`config.mk`:
```
export PLATFORM = sky130hd
export DESIGN_NAME = seg_scan_ctrl
export DESIGN_NICKNAME = d
export VERILOG_FILES = /design/src/rtl/seg_scan_ctrl.sv
export SDC_FILE = /design/constraint.sdc
export NUM_CORES = 1
export LEC_CHECK = 0
export CORE_ASPECT_RATIO = 1.1
export CORE_MARGIN = 3
export CORE_UTILIZATION = 60
export CTS_CLUSTER_DIAMETER = 30
export DETAILED_ROUTE_END_ITERATION = 16
export PLACE_DENSITY_LB_ADDON = 0.05
export SLEW_MARGIN = 30
export SYNTH_ARGS = -nofsm -noshare
export SYNTH_HDL_FRONTEND = slang
export SYNTH_SLANG_ARGS = --single-unit
export TNS_END_PERCENT = 100
```
`constraint.sdc`:
```
create_clock -name clk_i -period 3.3 [get_ports clk_i]
set_input_delay 0.66 -clock clk_i [delete_from_list [all_inputs] [get_ports clk_i]]
set_output_delay 0.66 -clock clk_i [all_outputs]
set_load 0.005 [all_outputs]
```
`src/rtl/seg_scan_ctrl.sv`:
```
// Time-multiplexed scan controller for an N-digit common-anode 7-segment display.
// Define LEADING_ZERO_BLANK_EN to blank zero digits above the most significant nonzero digit.
module seg_scan_ctrl #(
  parameter int unsigned N_DIG = 4,
  parameter int unsigned PRESC = 50000
) (
  input  logic               clk_i,
  input  logic               rst_ni,
  input  logic               load_valid_i,
  output logic               load_ready_o,
  input  logic [4*N_DIG-1:0] numar_i,
  input  logic [N_DIG-1:0]   dp_mask_i,
  output logic [7:0]         seg_o,
  output logic [N_DIG-1:0]   an_o,
  output logic               frame_done_o
);

  localparam int unsigned W_PRESC = $clog2(PRESC + 1);
  localparam int unsigned W_IDX   = (N_DIG > 1) ? $clog2(N_DIG) : 1;

  // Shared digit converter: active-low {g,f,e,d,c,b,a}.
  function automatic logic [6:0] e3_digit_to_7seg(input logic [3:0] d);
    logic [6:0] s;
    unique case (d)
      4'h0: s = 7'h40;
      4'h1: s = 7'h79;
      4'h2: s = 7'h24;
      4'h3: s = 7'h30;
      4'h4: s = 7'h19;
      4'h5: s = 7'h12;
      4'h6: s = 7'h02;
      4'h7: s = 7'h78;
      4'h8: s = 7'h00;
      4'h9: s = 7'h10;
      4'hA: s = 7'h08;
      4'hB: s = 7'h03;
      4'hC: s = 7'h46;
      4'hD: s = 7'h21;
      4'hE: s = 7'h06;
      default: s = 7'h0E;
    endcase
    return s;
  endfunction

  logic [W_PRESC-1:0] cnt_q, cnt_d;
  logic [W_IDX-1:0]   idx_q, idx_d;
  logic               tick, last_dig;

  logic [4*N_DIG-1:0] act_q, act_d, pend_q, pend_d;
  logic [N_DIG-1:0]   act_dp_q, act_dp_d, pend_dp_q, pend_dp_d;
  logic               pend_vld_q, pend_vld_d;
  logic               ready_q, ready_d;

  logic [7:0]         seg_q, seg_d;
  logic [N_DIG-1:0]   an_q, an_d;

  assign tick         = (cnt_q == W_PRESC'(PRESC - 1));
  assign last_dig     = (idx_q == W_IDX'(N_DIG - 1));
  assign frame_done_o = tick & last_dig;
  assign load_ready_o = ready_q;
  assign seg_o        = seg_q;
  assign an_o         = an_q;

  always_comb begin
    cnt_d = tick ? '0 : cnt_q + 1'b1;
    idx_d = idx_q;
    if (tick) begin
      idx_d = last_dig ? '0 : idx_q + 1'b1;
    end
  end

  // Promotion needs a full pending buffer and capture needs an empty one, so they never collide.
  always_comb begin
    act_d      = act_q;
    act_dp_d   = act_dp_q;
    pend_d     = pend_q;
    pend_dp_d  = pend_dp_q;
    pend_vld_d = pend_vld_q;
    if (frame_done_o && pend_vld_q) begin
      act_d      = pend_q;
      act_dp_d   = pend_dp_q;
      pend_vld_d = 1'b0;
    end
    if (load_valid_i && ready_q) begin
      pend_d     = numar_i;
      pend_dp_d  = dp_mask_i;
      pend_vld_d = 1'b1;
    end
    ready_d = ~pend_vld_d;
  end

  always_comb begin
    logic [3:0] digit;
    logic       dp;
    logic       blank;
`ifdef LEADING_ZERO_BLANK_EN
    logic [W_IDX-1:0] msd;
`endif
    digit = '0;
    dp    = 1'b0;
    for (int unsigned i = 0; i < N_DIG; i++) begin
      if (idx_q == W_IDX'(i)) begin
        digit = act_q[4*i +: 4];
        dp    = act_dp_q[i];
      end
    end
    blank = 1'b0;
`ifdef LEADING_ZERO_BLANK_EN
    msd = '0;
    for (int unsigned i = 0; i < N_DIG; i++) begin
      if (act_q[4*i +: 4] != 4'h0) msd = W_IDX'(i);
    end
    blank = (idx_q > msd);
`endif
    seg_d = 8'hFF;
    an_d  = '1;
    if (!blank) begin
      seg_d = {~dp, e3_digit_to_7seg(digit)};
      for (int unsigned i = 0; i < N_DIG; i++) begin
        if (idx_q == W_IDX'(i)) an_d[i] = 1'b0;
      end
    end
  end

  always_ff @(posedge clk_i or negedge rst_ni) begin
    if (!rst_ni) begin
      cnt_q      <= '0;
      idx_q      <= '0;
      act_q      <= '0;
      act_dp_q   <= '0;
      pend_q     <= '0;
      pend_dp_q  <= '0;
      pend_vld_q <= 1'b0;
      ready_q    <= 1'b1;
      seg_q      <= 8'hFF;
      an_q       <= '1;
    end else begin
      cnt_q      <= cnt_d;
      idx_q      <= idx_d;
      act_q      <= act_d;
      act_dp_q   <= act_dp_d;
      pend_q     <= pend_d;
      pend_dp_q  <= pend_dp_d;
      pend_vld_q <= pend_vld_d;
      ready_q    <= ready_d;
      seg_q      <= seg_d;
      an_q       <= an_d;
    end
  end

endmodule

```
==> results of run 1 <==
-- worst paths after layout --
check	start	endpoint
max in group asynchronous	rst_ni	seg_o[7]
hold reg to reg	cnt_q[0]	cnt_q[0]
setup reg to reg	idx_q[1]	seg_o[0]
setup / recovery	cnt_q[0]	frame_done_o
min in group clk_i	cnt_q[0]	cnt_q[0]
hold / removal	rst_ni	cnt_q[12]
-- cells in the final DEF, fill, tap and decap left out, types with 3 or more instances in the layout --
master	instances
ha_1	11
clkdlybuf4s50_1	35
dfstp_2	13
nand2b_1	3
o21ai_0	4
mux2i_1	8
nor3_1	3
o22ai_1	3
nand2_1	13
xnor2_1	4
and3_1	4
dfrtp_1	59
mux2_4	20
inv_1	11
mux2_2	20
clkbuf_8	11
a22o_1	5
nand3_1	5
xor2_1	9
nor2_1	12
a22oi_1	3
-- sequential cells by signal, indices dropped and copies added, names as in the netlist --
| signal | cells |
|---|---|
| cnt_q | 16 |
| seg_o | 8 |
| an_o | 4 |
| pend_vld_q | 1 |
| act_dp_q | 4 |
| load_ready_o | 1 |
| act_q | 16 |
| pend_dp_q | 4 |
| idx_q | 2 |
| pend_q | 16 |
-- power by group through the flow --
stage | logic (mW) | clock network (mW) | registers (mW)
2_1_floorplan | 0.0763 | 0 | 1.00
3_3_place_gp | 0.126 | 0 | 1.01
3_5_place_dp | 0.129 | 0 | 1.02
4_1_cts | 0.131 | 0.716 | 1.00
5_1_grt | 0.143 | 0.756 | 1.01
6_report | 0.127 | 0.699 | 1.00
-- area by class of cell --
| cell class | instances | area (sq um) |
|---|---|---|
| clock buffer | 13 | 159 |
| fill | 349 | 1240 |
| clock inverter | 3 | 40.0 |
| multi-input combinational | 153 | 1360 |
| timing repair buffer | 38 | 383 |
| sequential | 72 | 1820 |
| tap | 72 | 90.1 |
| inverter | 12 | 45.0 |
-- worst max-delay path: stages, from the launching register on --
cell	delay, ns
dfrtp_1	0.37
ha_1	0.19
and3_1	0.24
and4_2	0.40
nand2_1	0.13
inv_1	0.07
clkdlybuf4s50_1	0.50
-- cells by family (layout without fill, tap and decap cells) --
| logic type | Yosys count | after routing | synth area share [%] |
|---|---|---|---|
| AND/OR/NAND/NOR | 57 | 57 | 9.95 |
| adder cells (fa/ha/maj) | 11 | 11 | 4.19 |
| AO/OA/AOI/OAI | 24 | 24 | 5.49 |
| XOR/XNOR | 13 | 13 | 3.47 |
| flip-flops | 72 | 72 | 55.4 |
| multiplexers | 48 | 48 | 18.4 |
| buffers and inverters | 20 | 66 | 3.09 |
-- layer usage --
| metal | global-route usage, % | vias to the layer above | wire, um | part of all wire [%] |
|---|---|---|---|---|
| li1 | - | 937 | - | - |
| met1 | 24.5 | 960 | 2480 | 45 |
| met2 | 30.4 | 42 | 2730 | 49 |
| met3 | 4.64 | 11 | 183 | 3.3 |
| met4 | 10.9 | 0 | 144 | 2.6 |
| met5 | 0 | - | 0 | 0 |
-- per-stage QoR --
| step | instances | area, sq um | setup slack (ns) |
|---|---|---|---|
| detailed placement | 347 | 3700 | 0.763 |
| floorplan | 245 | 3280 | 1.29 |
| CTS | 363 | 3900 | 0.357 |
| finish | 363 | 3900 | 0.381 |
| global placement | 347 | 3700 | 0.824 |
| global route | 363 | 3900 | 0.234 |
==> flow_summary.toml, run 1 <==
[critical_path]
ff2ff_setup_slack_ns = 0.86
cp_max_fo = 11
start_kind = "flop"
crit_type = "reg2out"
endpoint_kind = "output pin"
worst-r2r-cell-count = 10
crit_arrival_ns = 2.26
cp.required_ns = 2.64

[logic_synthesis]
synth-seq-cells = 72
yosys-top-cells-area = "dfrtp_1 (45%), dfstp_2 (10%), mux2_4 (9.1%)"
yosys.area.top_type = "dfrtp_1"
async_reset_ff_share_pct = 100
netlist_top_cells_count = "dfrtp_1 (59), mux2_2 (20), mux2_4 (20), dfstp_2 (13), nand2_1 (13)"
yosysWarnings = 0
synthCells = 245
ys_seq_area_share_pct = 55.4
synth_top_area_share_pct = 45.0
synth_area_sq_um = 3280
synth_edf_count = 0
yosys.cell_count.top_type = "dfrtp_1"
synth_flop_cell = "dfrtp_1"
synth_cell_type_count = 44
synth.avg_cell_area_sq_um = 13.4
synth_nets = 279

[power]
p_leak_nw = 1.76
combPwrFrac_pct = 7.0
p_int_mw = 1.44
swShare_pct = 21.5
p_total_mw = 1.83
clkPwrFrac_pct = 38.3
seqPwrFrac_pct = 54.8
p_sw_mw = 0.392
irDropWorstVdd_mv = 0.367
power_density_nw_per_um2 = 469

[floorplanning]
core_sq_um = 5130
die_w_um = 76.5
rows = 27
dieArea_sq_um = 6400
ioPinCount = 37
start_util_pct = 63.9
die_h_um = 83.6

[routing]
drt-wirelength-per-cell_um = 15.3
finalWirelength_mm = 5.55
viasPerCell = 5.37
drt-initial-drc-count = 54
final_antenna_net_count = 0
firstDrtPassIters = 4
via_count = 1950
post-route-drc-count = 0

[global_routing]
grt_first_pass_wirelength_mm = 9.58
grt-ovfl-total = 0
grt_pass1_vias = 2026
grt_max_degree = 44
track_usage_pct = 19.3
antenna_found_initial = 0

[flow_run]
drv_cap = 0

[clocking]
clock_latency_ns = 0.34
ctsHoldBuffers = 0
cts_resized = 0
cts_tree = "built"
htree_levels = 3
cts_buffers = 9
cts.sink_count = 72
postCtsSetupBuffers = 0
cts-root-buf = "clkbuf_8"
cts.path.max_buffers = 2
clkSlewWorstSetupHoldPaths_ns = 0.07

[hold_path]
min_path_type = "in2async"

[sta]
finalClockSkew_ns = 0.00901
rsz0062_at_grt = "false"
setup_viol_count_final = 0
fin_setup_tns_ns = 0
slew_headroom_pct = 42.8
min_period_ns = 2.92
hold_viol_final = 0
fmax_mhz = 343
min_period_over_period_pct = 88.4
whs_ns = 0.341
slew_viol_final = 0
tightest_slew_ns = 0.857

[placed_design]
gp_congestion = 0.851
dp_hpwl_mm = 3.78
port_buffers = 36

[cells_and_area]
antennaDiodeCount = 0
fin_util_pct = 75.9
drive_gt1_share_pct = 27.5
fin_nets = 320
syn2layout_area_growth_pct = 18.8

[status]
status = "finished, final reports clean"
No activity file was read; power rests on OpenSTA's default activity.
==> inputs of run 2 (changes only) <==
GPL_TIMING_DRIVEN = 0   (was default)
==> flow_summary.toml, run 2 (synthesized netlist as in run 1, its figures left out) <==
[sta]
min_period_ns = 2.76
finalClockSkew_ns = 0.00690
slew_viol_final = 0
slew_headroom_pct = 58.3
fin_setup_tns_ns = 0
setup_viol_count_final = 0
hold_viol_final = 0
rsz0062_at_grt = "false"
tightest_slew_ns = 0.625
whs_ns = 0.256
min_period_over_period_pct = 83.6
fmax_mhz = 362

[routing]
viasPerCell = 5.35
drt-initial-drc-count = 90
wl_met2_mm = 2.70
drt-met1-wl_mm = 2.52
drt-wirelength-per-cell_um = 15.2
post-route-drc-count = 0
firstDrtPassIters = 5
dr.max_layer_used = "met4"
final_antenna_net_count = 0
via_count = 1980
met3_length_um = 189
finalWirelength_mm = 5.62

[clocking]
cts.sink_count = 72
ctsHoldBuffers = 0
clock_latency_ns = 0.34
clkSlewWorstSetupHoldPaths_ns = 0.07
cts-root-buf = "clkbuf_8"
htree_levels = 3
cts_resized = 0
cts_tree = "built"
cts.path.max_buffers = 2
cts_buffers = 9
postCtsSetupBuffers = 0

[floorplanning]
die_h_um = 83.6
start_util_pct = 63.9
rows = 27
core_sq_um = 5130
ioPinCount = 37
die_w_um = 76.5
dieArea_sq_um = 6400

[placed_design]
placedInstanceArea_sq_um = 3750
dp_hpwl_mm = 3.98
port_buffers = 36
gp_congestion = 0.851

[cells_and_area]
reg.largest.list = "act_q: 16 flops, cnt_q: 16 flops, pend_q: 16 flops"
antennaDiodeCount = 0
postLayoutCellArea_sq_um = 3930
multi_input_area_sq_um = 1360
fin_nets = 327
layout.cells.most_common = "dfrtp_1"
final_cell_mix = "dfrtp_1 (59), clkdlybuf4s50_1 (35), mux2_2 (20), mux2_4 (20)"
fill_cells = 337
seq_area_sq_um = 1820
syn2layout_area_growth_pct = 19.7
drive_gt1_share_pct = 27.9

[global_routing]
antenna_found_initial = 0
grt_first_pass_wirelength_mm = 9.82
grt_pass1_vias = 2109
grt-ovfl-total = 0
grt_max_degree = 42
track_usage_pct = 19.9

[critical_path]
cp_max_fo = 3
path_buf_inv = 2
slowest_delay_ns = 0.51
crit_type = "reg2out"
cp_cell_sequence = "ha_1 -> and3_1 -> and4_2 -> nand2_1 -> inv_1 -> clkdlybuf4s50_1"
ff2ff_setup_slack_ns = 0.87
worst-r2r-cell-count = 10
cp.required_ns = 2.64
worstReg2RegEnd = "seg_o[0]"
critPathSlowestCell = "clkdlybuf4s50_1"
start_kind = "flop"
cp_top_family = "simple AND/OR/NAND/NOR gates"
r2r-start = "idx_q[1]"
crit_arrival_ns = 2.10
endpoint_kind = "output pin"

[power]
p_int_mw = 1.38
p_leak_nw = 1.78
p_total_mw = 1.76
clkPwrFrac_pct = 35.6
combPwrFrac_pct = 7.5
power_density_nw_per_um2 = 448
swShare_pct = 21.4
seqPwrFrac_pct = 56.9
p_sw_mw = 0.377
irDropWorstVdd_mv = 0.339

[status]
status = "finished, final reports clean"

[flow_run]
drv_cap = 0

[hold_path]
min_path_type = "in2async"
run 2: cell types whose count changed in the layout (fill, tap and decap cells not counted), sizes merged:
| cell | delta |
|---|---|
| buf | +5 |
| bufinv | -1 |
| clkbuf | +5 |
| clkinv | -2 |
run 2: power groups by stage:
stage	logic (mW)	clock network, mW	registers, mW
finish	0.132	0.628	1.00
floorplan	0.0763	0	1.00
detailed placement	0.135	0	1.02
CTS	0.136	0.646	1.00
global placement	0.124	0	1.01
global route	0.148	0.689	1.01
run 2: per-stage QoR:
| step | utilization [%] | std cells | setup WS, ns |
|---|---|---|---|
| 2_1_floorplan | - | 245 | 1.29 |
| 3_3_place_gp | 72.7 | 353 | -0.719 |
| 3_5_place_dp | 73.1 | 354 | 0.893 |
| 4_1_cts | 76.6 | 370 | 0.496 |
| 5_1_grt | 76.6 | 370 | 0.414 |
| 6_report | 76.6 | 370 | 0.541 |
run 2: worst register-to-register path, cell delays in order (launching register included):
cell and delay, ns:
dfrtp_1 0.40, inv_1 0.11, ha_1 0.32, nor2b_2 0.13, a22o_1 0.23, o221ai_1 0.41, inv_2 0.15, ha_1 0.24
inv_1 0.09, nor3_1 0.06, a211o_1 0.23
run 2: per-layer routing:
layer,global-route usage [%],vias to the layer above
met5,0,-
met4,11.9,0
met3,5.08,17
met2,32.1,43
met1,24.0,974
li1,-,946
run 2: worst max-delay path by stage:
| stage | start | endpoint | cells after the start |
|---|---|---|---|
| floorplan | idx_q[1] | seg_o[0] | 10 |
| global placement | rst_ni | pend_q[10] | 1 |
| detailed placement | cnt_q[0] | frame_done_o | 6 |
| CTS | cnt_q[0] | frame_done_o | 6 |
| global route | cnt_q[0] | frame_done_o | 6 |
| finish | cnt_q[0] | frame_done_o | 6 |
run 2: cell type report:
cell class / instances / share of cell area (%)
flip-flops and latches: 72 / 46.2
inverters: 12 / 1.15
clock buffers: 16 / 4.58
plain buffers: 8 / 1.43
multi-input cells: 153 / 34.7
repair buffers: 37 / 9.61
well taps: 72 / 2.29
